--- config.mk ---
export PLATFORM = sky130hd
export DESIGN_NAME = cc_outcome_sequencer
export DESIGN_NICKNAME = d
export VERILOG_FILES = /design/src/rtl/cc_outcome_sequencer.sv
export SDC_FILE = /design/constraint.sdc
export NUM_CORES = 1
export LEC_CHECK = 0
export BUFFER_PORTS_ARGS = -buffer_cell sky130_fd_sc_hd__buf_2
export CORE_MARGIN = 2
export CORE_UTILIZATION = 30
export CTS_BUF_LIST = sky130_fd_sc_hd__clkbuf_8
export CTS_CLUSTER_SIZE = 10
export DETAILED_ROUTE_END_ITERATION = 10
export GPL_ROUTABILITY_DRIVEN = 0
export HOLD_SLACK_MARGIN = 0.03
export PLACE_DENSITY = 0.48
export SYNTH_ARGS = -nofsm -noshare
export SYNTH_HDL_FRONTEND = slang
export SYNTH_SLANG_ARGS = --single-unit
--- constraint.sdc ---
create_clock -name CC_OUTCOMESEQ_CLOCK_50 -period 3.7 [get_ports CC_OUTCOMESEQ_CLOCK_50]
set_input_delay 0.185 -clock CC_OUTCOMESEQ_CLOCK_50 [delete_from_list [all_inputs] [get_ports CC_OUTCOMESEQ_CLOCK_50]]
set_output_delay 0.185 -clock CC_OUTCOMESEQ_CLOCK_50 [all_outputs]
set_load 0.005 [all_outputs]
--- src/rtl/cc_outcome_sequencer.sv ---
// Frogger game-flow sequencer: turns comparator outcomes into flash,
// lives/level bookkeeping, respawn pulses and game-over hold.
module cc_outcome_sequencer #(
  parameter int LIVES_INIT  = 3,
  parameter int FLASH_TICKS = 4,
  parameter int LEVEL_WIDTH = 4
) (
  input  logic                   CC_OUTCOMESEQ_CLOCK_50,
  input  logic                   CC_OUTCOMESEQ_RESET_InLow,
  input  logic                   CC_OUTCOMESEQ_start_InLow,
  input  logic                   CC_OUTCOMESEQ_tick_InHigh,
  input  logic [1:0]             CC_OUTCOMESEQ_outcome_InBUS,
  output logic [2:0]             CC_OUTCOMESEQ_state_OutBUS,
  output logic [2:0]             CC_OUTCOMESEQ_lives_OutBUS,
  output logic [LEVEL_WIDTH-1:0] CC_OUTCOMESEQ_level_OutBUS,
  output logic                   CC_OUTCOMESEQ_respawn_OutHigh,
  output logic                   CC_OUTCOMESEQ_pause_OutHigh,
  output logic [7:0]             CC_OUTCOMESEQ_flash_OutBUS,
  output logic                   CC_OUTCOMESEQ_gameover_OutHigh
);

  typedef enum logic [2:0] {
    S_IDLE    = 3'd0,
    S_PLAY    = 3'd1,
    S_WIN     = 3'd2,
    S_HIT     = 3'd3,
    S_RESPAWN = 3'd4,
    S_OVER    = 3'd5
  } state_t;

  localparam logic [3:0] LAST   = 4'(FLASH_TICKS - 1);
  localparam logic [2:0] LIVES0 = 3'(LIVES_INIT);

  state_t                 state;
  logic [2:0]             lives;
  logic [LEVEL_WIDTH-1:0] level;
  logic [3:0]             cnt;
  logic                   start;
  logic                   tick;
  logic [1:0]             outcome;

  assign start   = ~CC_OUTCOMESEQ_start_InLow;
  assign tick    = CC_OUTCOMESEQ_tick_InHigh;
  assign outcome = CC_OUTCOMESEQ_outcome_InBUS;

  always_ff @(posedge CC_OUTCOMESEQ_CLOCK_50 or negedge CC_OUTCOMESEQ_RESET_InLow) begin
    if (!CC_OUTCOMESEQ_RESET_InLow) begin
      state <= S_IDLE;
      lives <= LIVES0;
      level <= '0;
      cnt   <= '0;
    end else begin
      case (state)
        S_IDLE, S_OVER: begin
          if (start) begin
            lives <= LIVES0;
            level <= '0;
            state <= S_RESPAWN;
          end
        end
        S_PLAY: begin
          if (outcome == 2'b11) begin
            cnt   <= '0;
            state <= S_WIN;
          end else if (outcome == 2'b01) begin
            // lives is never below 1 here, but never let it wrap
            if (lives != 3'd0) lives <= lives - 3'd1;
            cnt   <= '0;
            state <= S_HIT;
          end
        end
        S_WIN: begin
          if (tick) begin
            cnt <= cnt + 4'd1;
            if (cnt == LAST) begin
              if (level != '1) level <= level + LEVEL_WIDTH'(1);
              state <= S_RESPAWN;
            end
          end
        end
        S_HIT: begin
          if (tick) begin
            cnt <= cnt + 4'd1;
            if (cnt == LAST) state <= (lives == 3'd0) ? S_OVER : S_RESPAWN;
          end
        end
        S_RESPAWN: state <= S_PLAY;
        default:   state <= S_IDLE;
      endcase
    end
  end

  // outputs decode registered state only
  always_comb begin
    CC_OUTCOMESEQ_flash_OutBUS = 8'h00;
    case (state)
      S_WIN:   CC_OUTCOMESEQ_flash_OutBUS = cnt[0] ? 8'h00 : 8'hFF;
      S_HIT:   CC_OUTCOMESEQ_flash_OutBUS = cnt[0] ? 8'h55 : 8'hAA;
      S_OVER:  CC_OUTCOMESEQ_flash_OutBUS = 8'h81;
      default: CC_OUTCOMESEQ_flash_OutBUS = 8'h00;
    endcase
  end

  assign CC_OUTCOMESEQ_state_OutBUS     = state;
  assign CC_OUTCOMESEQ_lives_OutBUS     = lives;
  assign CC_OUTCOMESEQ_level_OutBUS     = level;
  assign CC_OUTCOMESEQ_respawn_OutHigh  = (state == S_RESPAWN);
  assign CC_OUTCOMESEQ_pause_OutHigh    = (state != S_PLAY);
  assign CC_OUTCOMESEQ_gameover_OutHigh = (state == S_OVER);

endmodule

Word-level counts from Yosys, hierarchy flattened:

Index checks and enable logic that the tools add are counted.

* input port bits: 6
* bits in registers: 14
* logic and storage cells: 66
* output and inout port bits: 21

* reduce and logical (&&, ||, !) cells: 12
* eq/ne operators: 21
* multiplexer cells: 26
* add/sub/neg operators: 3

Operators with widths (count)
* $mux W3: 11
* $mux W4: 7
* $pmux W8 S3: 1
* $ne A2 B2 Y1 const B: 9
* $mux W8: 2
* $pmux W4 S2: 2
* $pmux W3 S5: 1
* $reduce_and A5 Y1: 2
* $add A4 B1 Y4 const B: 2
* $eq A3 B2 Y1 const B: 2
* $eq A3 B3 Y1 const B: 2
* $logic_not A3 Y1: 2
* $pmux W3 S2: 1
* $reduce_and A6 Y1: 1
* $reduce_bool A2 Y1: 3
* $eq A4 B2 Y1 const B: 1
* $ne A4 B4 Y1 const B: 1
* $reduce_or A2 Y1: 2
* $eq A3 B1 Y1 const B: 1
* $ne A3 B1 Y1 const B: 1
* $ne A3 B3 Y1 const B: 1
* $reduce_and A3 Y1: 1
* $reduce_bool A3 Y1: 1
* $sub A3 B1 Y3 const B: 1
* other kinds (4): 4

Longest topological paths before layout:

* depth in word-level cells: 5
* depth in mapped cells: 7
* mapped depth without buffers: 7

Least setup slack after synthesis:

OpenSTA, ideal clock, no wires.

* path type: register -> register
* start point: register lives[0], in the netlist CC_OUTCOMESEQ_lives_OutBUS[0]
* end point: register lives[0], in the netlist CC_OUTCOMESEQ_lives_OutBUS[0]
* arrival: 1.756 ns
* data required time: 3.618 ns
* path buffers: 0
* stages on the path, launching flop included: 7
* setup time: 0.082 ns
* slack: 1.862 ns
* clock period less this slack: 1.838 ns
* path through: dfstp_2 -> inv_1 -> ha_1 -> ha_1 -> nand2b_1 -> or4_4 -> mux2_4

* word-level cells in the longest chain between the ends: 5
* elaborated cells between the ends (all ways): 8
* those cells by class: 1 x add/sub; 1 x eq/ne; 4 x mux; 2 x reduce/logical

RTL lines
* start: declaration: RTL line 35 `logic [2:0] lives;`
* start signal: assignment: RTL line 67 `if (lives != 3'd0) lives <= lives - 3'd1;`
* $sub A3 B1 Y3: RTL line 67
* $mux W3: RTL line 67
* $mux W3: RTL line 65 `end else if (outcome == 2'b01) begin`
* $mux W3: RTL line 62 `if (outcome == 2'b11) begin`
* $pmux W3 S2: RTL line 53 `case (state)`

Several ways; a longest one is shown, not always the timed one. The select of a mux whose other input is x is not followed.
A chain may end at the register's enable or synchronous reset.

Final worst setup path:

Ends and elaborated chain as after synthesis.

==> metrics <==
Slew HR=0.631; clk sinks=14; Die ar.=3610 sq um; RSZ-0062 raised after global routing=no; Synth Area per Inst=8.83 sq um; grt ovf=0; CTS Root Buffer Type=clkbuf_8; leading post-synthesis cells by cell area=dfrtp_1 (32%), dfstp_2 (5.6%), ha_1 (5.3%); Tmin final=1.91 ns; Setup Fix Bufs, Post-CTS=0; Seq cells post-synth=14; Post-Syn Area=945 sq um; I/O pins=27; max frequency=524 MHz; hold path cells=3; Worst VDD drop=0.204 mV; met3 WL=85 um; die width=60.1 um; Seq pwr share=0.375; final wirelength=2.13 mm; Psw=0.308 mW; drt pass-1 iters=4; CP Max Fanout=3; final net count=141; count of final setup violators=0; CP max stage cell=dfstp_2; Ant. Diodes=0; Clk network pwr share=0.178; CTS buffer count=3; dpl ws=1.79 ns; initial antenna violation count=0; Clock Path Buffers=2; status=completed; number of synthesized flops with an enable pin=0; sequential area share after synthesis=0.374; Max Slew Vio Count=0; Crit path buffers/inverters=1; Cells after Synth=107; Top Layer Used=met4; critical-path cell list=inv_1, ha_1, ha_1, nand2b_1, or4_4, mux2_4; sequential cell area=353 sq um; Detailed Route Iter0 Violations=55; prevailing post-synth register cell=dfrtp_1; Worst Setup Start Kind=register; required time worst endpoint=3.87 ns; Synth top area share=0.318; Vert. Die Dim=60.1 um; Min-Delay Startpoint=CC_OUTCOMESEQ_outcome_InBUS[0]; most frequent cell after synthesis=dfrtp_1; Most Frequent Cell on Critical Path=ha_1; Via density=4.89; DR vias=850; Rows=20; total track usage=0.136; clock skew=0.00893 ns; IO buf count=26; Syn. warnings=0; RR Startpoint=CC_OUTCOMESEQ_lives_OutBUS[0]; critical path class=register to register; first-pass GRT wire length=3.62 mm; Stages on worst setup path=6; maxcap violations=0; syn nets=117; utilization after layout=0.370; DRC violations left=0; vias in the first global route=787; pwr dens=662 nW/um^2; crit-path leading delay family=simple AND/OR/NAND/NOR gates; area leader, netlist=dfrtp_1; post-route ant nets=0; R2R Setup Slk=1.79 ns; Layout area overhead=18.5%; clock transition at the registers of the reported paths=0.07 ns; final worst slack=1.79 ns; area occupied by multi-input gates=497 sq um; Core ar.=3030 sq um; Wirelength per Cell=12.2 um; Leak=0.568 nW; Synth top cells by count=dfrtp_1 (12), o21ai_0 (10), nand2_1 (8), nand3_1 (8), nor2_1 (8); Combinational Power Share=0.447; design area=1120 sq um; Async S/R FF share, synth=1.00; R2R cell count=6; share of cells above drive strength 1=0.277; met2 wire len=952 um; period utilization=0.516; starting density of the core=0.312; Slew @ Worst Pin=0.554 ns; crit-path max cell delay=0.55 ns; Pint=0.434 mW; CP endpoint kind=register; clk_lat worst skew=0.25 ns; total of fill cells in the finished design=324; Unique masters post-synth=40; Hold Path Class=input port to register; met1 WL=1.07 mm; switching share of power=0.415; DPL Wire Length=1.59 mm; placed standard-cell area=1060 sq um; pin count of the biggest net entering global routing=17; CP arrival=2.08 ns; CTS tree=yes; CTS H-Tree Depth=1; WHS Endpoint=CC_OUTCOMESEQ_state_OutBUS[1]; RR Endpoint=CC_OUTCOMESEQ_lives_OutBUS[0]; Hold Vio Cnt, Final=0; Sum Neg Setup Slack=0 ns
## routing by layer
| metal | GRT usage | vias up |
|---|---|---|
| met5 | 0 | - |
| met4 | 0.0667 | 0 |
| met3 | 0.0260 | 2 |
| met2 | 0.194 | 19 |
| met1 | 0.194 | 407 |
| li1 | - | 422 |
## cell type report
cell class | count | share of cell area
clock buffer | 3 | 0.0369
clock inverter | 1 | 0.00335
inverter | 8 | 0.0268
multi-input combinational | 77 | 0.444
sequential | 14 | 0.315
tap | 44 | 0.0492
timing repair buffer | 27 | 0.125
## layout by cell type (no fill, tap or decap), drive strengths merged, types with 4 or more instances in the layout
cell     n
o21ai   12
nand2b   4
inv      9
ha       4
buf     26
nand3    8
dfrtp   12
nand2    8
nor2     8
## worst register-to-register path, cell delays in order (launching register included)
cell	delay (ns)
dfstp_2	0.55
inv_1	0.04
ha_1	0.19
ha_1	0.20
nand2b_1	0.16
or4_4	0.43
mux2_4	0.27
## sequential cells by signal (all words and copies together), names as in the netlist
| signal | flops |
|---|---|
| CC_OUTCOMESEQ_lives_OutBUS | 3 |
| CC_OUTCOMESEQ_level_OutBUS | 4 |
| cnt | 4 |
| CC_OUTCOMESEQ_state_OutBUS | 3 |
## worst max-delay path by stage
stage | startpoint | end | slack, ns
floorplan | CC_OUTCOMESEQ_lives_OutBUS[0] | CC_OUTCOMESEQ_lives_OutBUS[0] | 1.86
global route | CC_OUTCOMESEQ_state_OutBUS[1] | CC_OUTCOMESEQ_level_OutBUS[0] | 1.73
global placement | CC_OUTCOMESEQ_lives_OutBUS[0] | CC_OUTCOMESEQ_lives_OutBUS[0] | 1.84
finish | CC_OUTCOMESEQ_lives_OutBUS[0] | CC_OUTCOMESEQ_lives_OutBUS[0] | 1.79
CTS | CC_OUTCOMESEQ_lives_OutBUS[0] | CC_OUTCOMESEQ_lives_OutBUS[0] | 1.79
detailed placement | CC_OUTCOMESEQ_lives_OutBUS[0] | CC_OUTCOMESEQ_lives_OutBUS[0] | 1.79
## per-stage QoR
step / power, mW / instances / hold WS [ns]
4_1_cts: 0.749 / 174 / 0.268
5_1_grt: 0.817 / 174 / 0.294
3_5_place_dp: 0.617 / 169 / 0.115
6_report: 0.742 / 174 / 0.265
3_3_place_gp: 0.612 / 169 / 0.115
2_1_floorplan: 0.534 / 107 / -0.111
## logic make-up (layout without fill, tap and decap cells)
logic type	count (synthesis)	after routing	synth area share
AND/OR/NAND/NOR	48	48	0.291
AO/OA/AOI/OAI	22	22	0.146
buffers and inverters	16	39	0.101
flip-flops	14	14	0.374
adder cells (fa/ha/maj)	4	4	0.0530
multiplexers	2	2	0.0265
XOR/XNOR	1	1	0.00927
## power by group through the flow
stage          logic, mW  clock network, mW  registers [mW]
2_1_floorplan      0.292                  0           0.242
3_3_place_gp       0.332                  0           0.280
3_5_place_dp       0.336                  0           0.281
4_1_cts            0.337              0.133           0.279
5_1_grt            0.383              0.142           0.293
6_report           0.332              0.132           0.278
## timing repair
item / 4_1_cts / 5_1_grt
resized for setup: 0 / 0
endpoints found under the hold margin: 12 / 0
hold buffers: 1 / 0
Note: power is estimated with default switching activity, not from simulation.
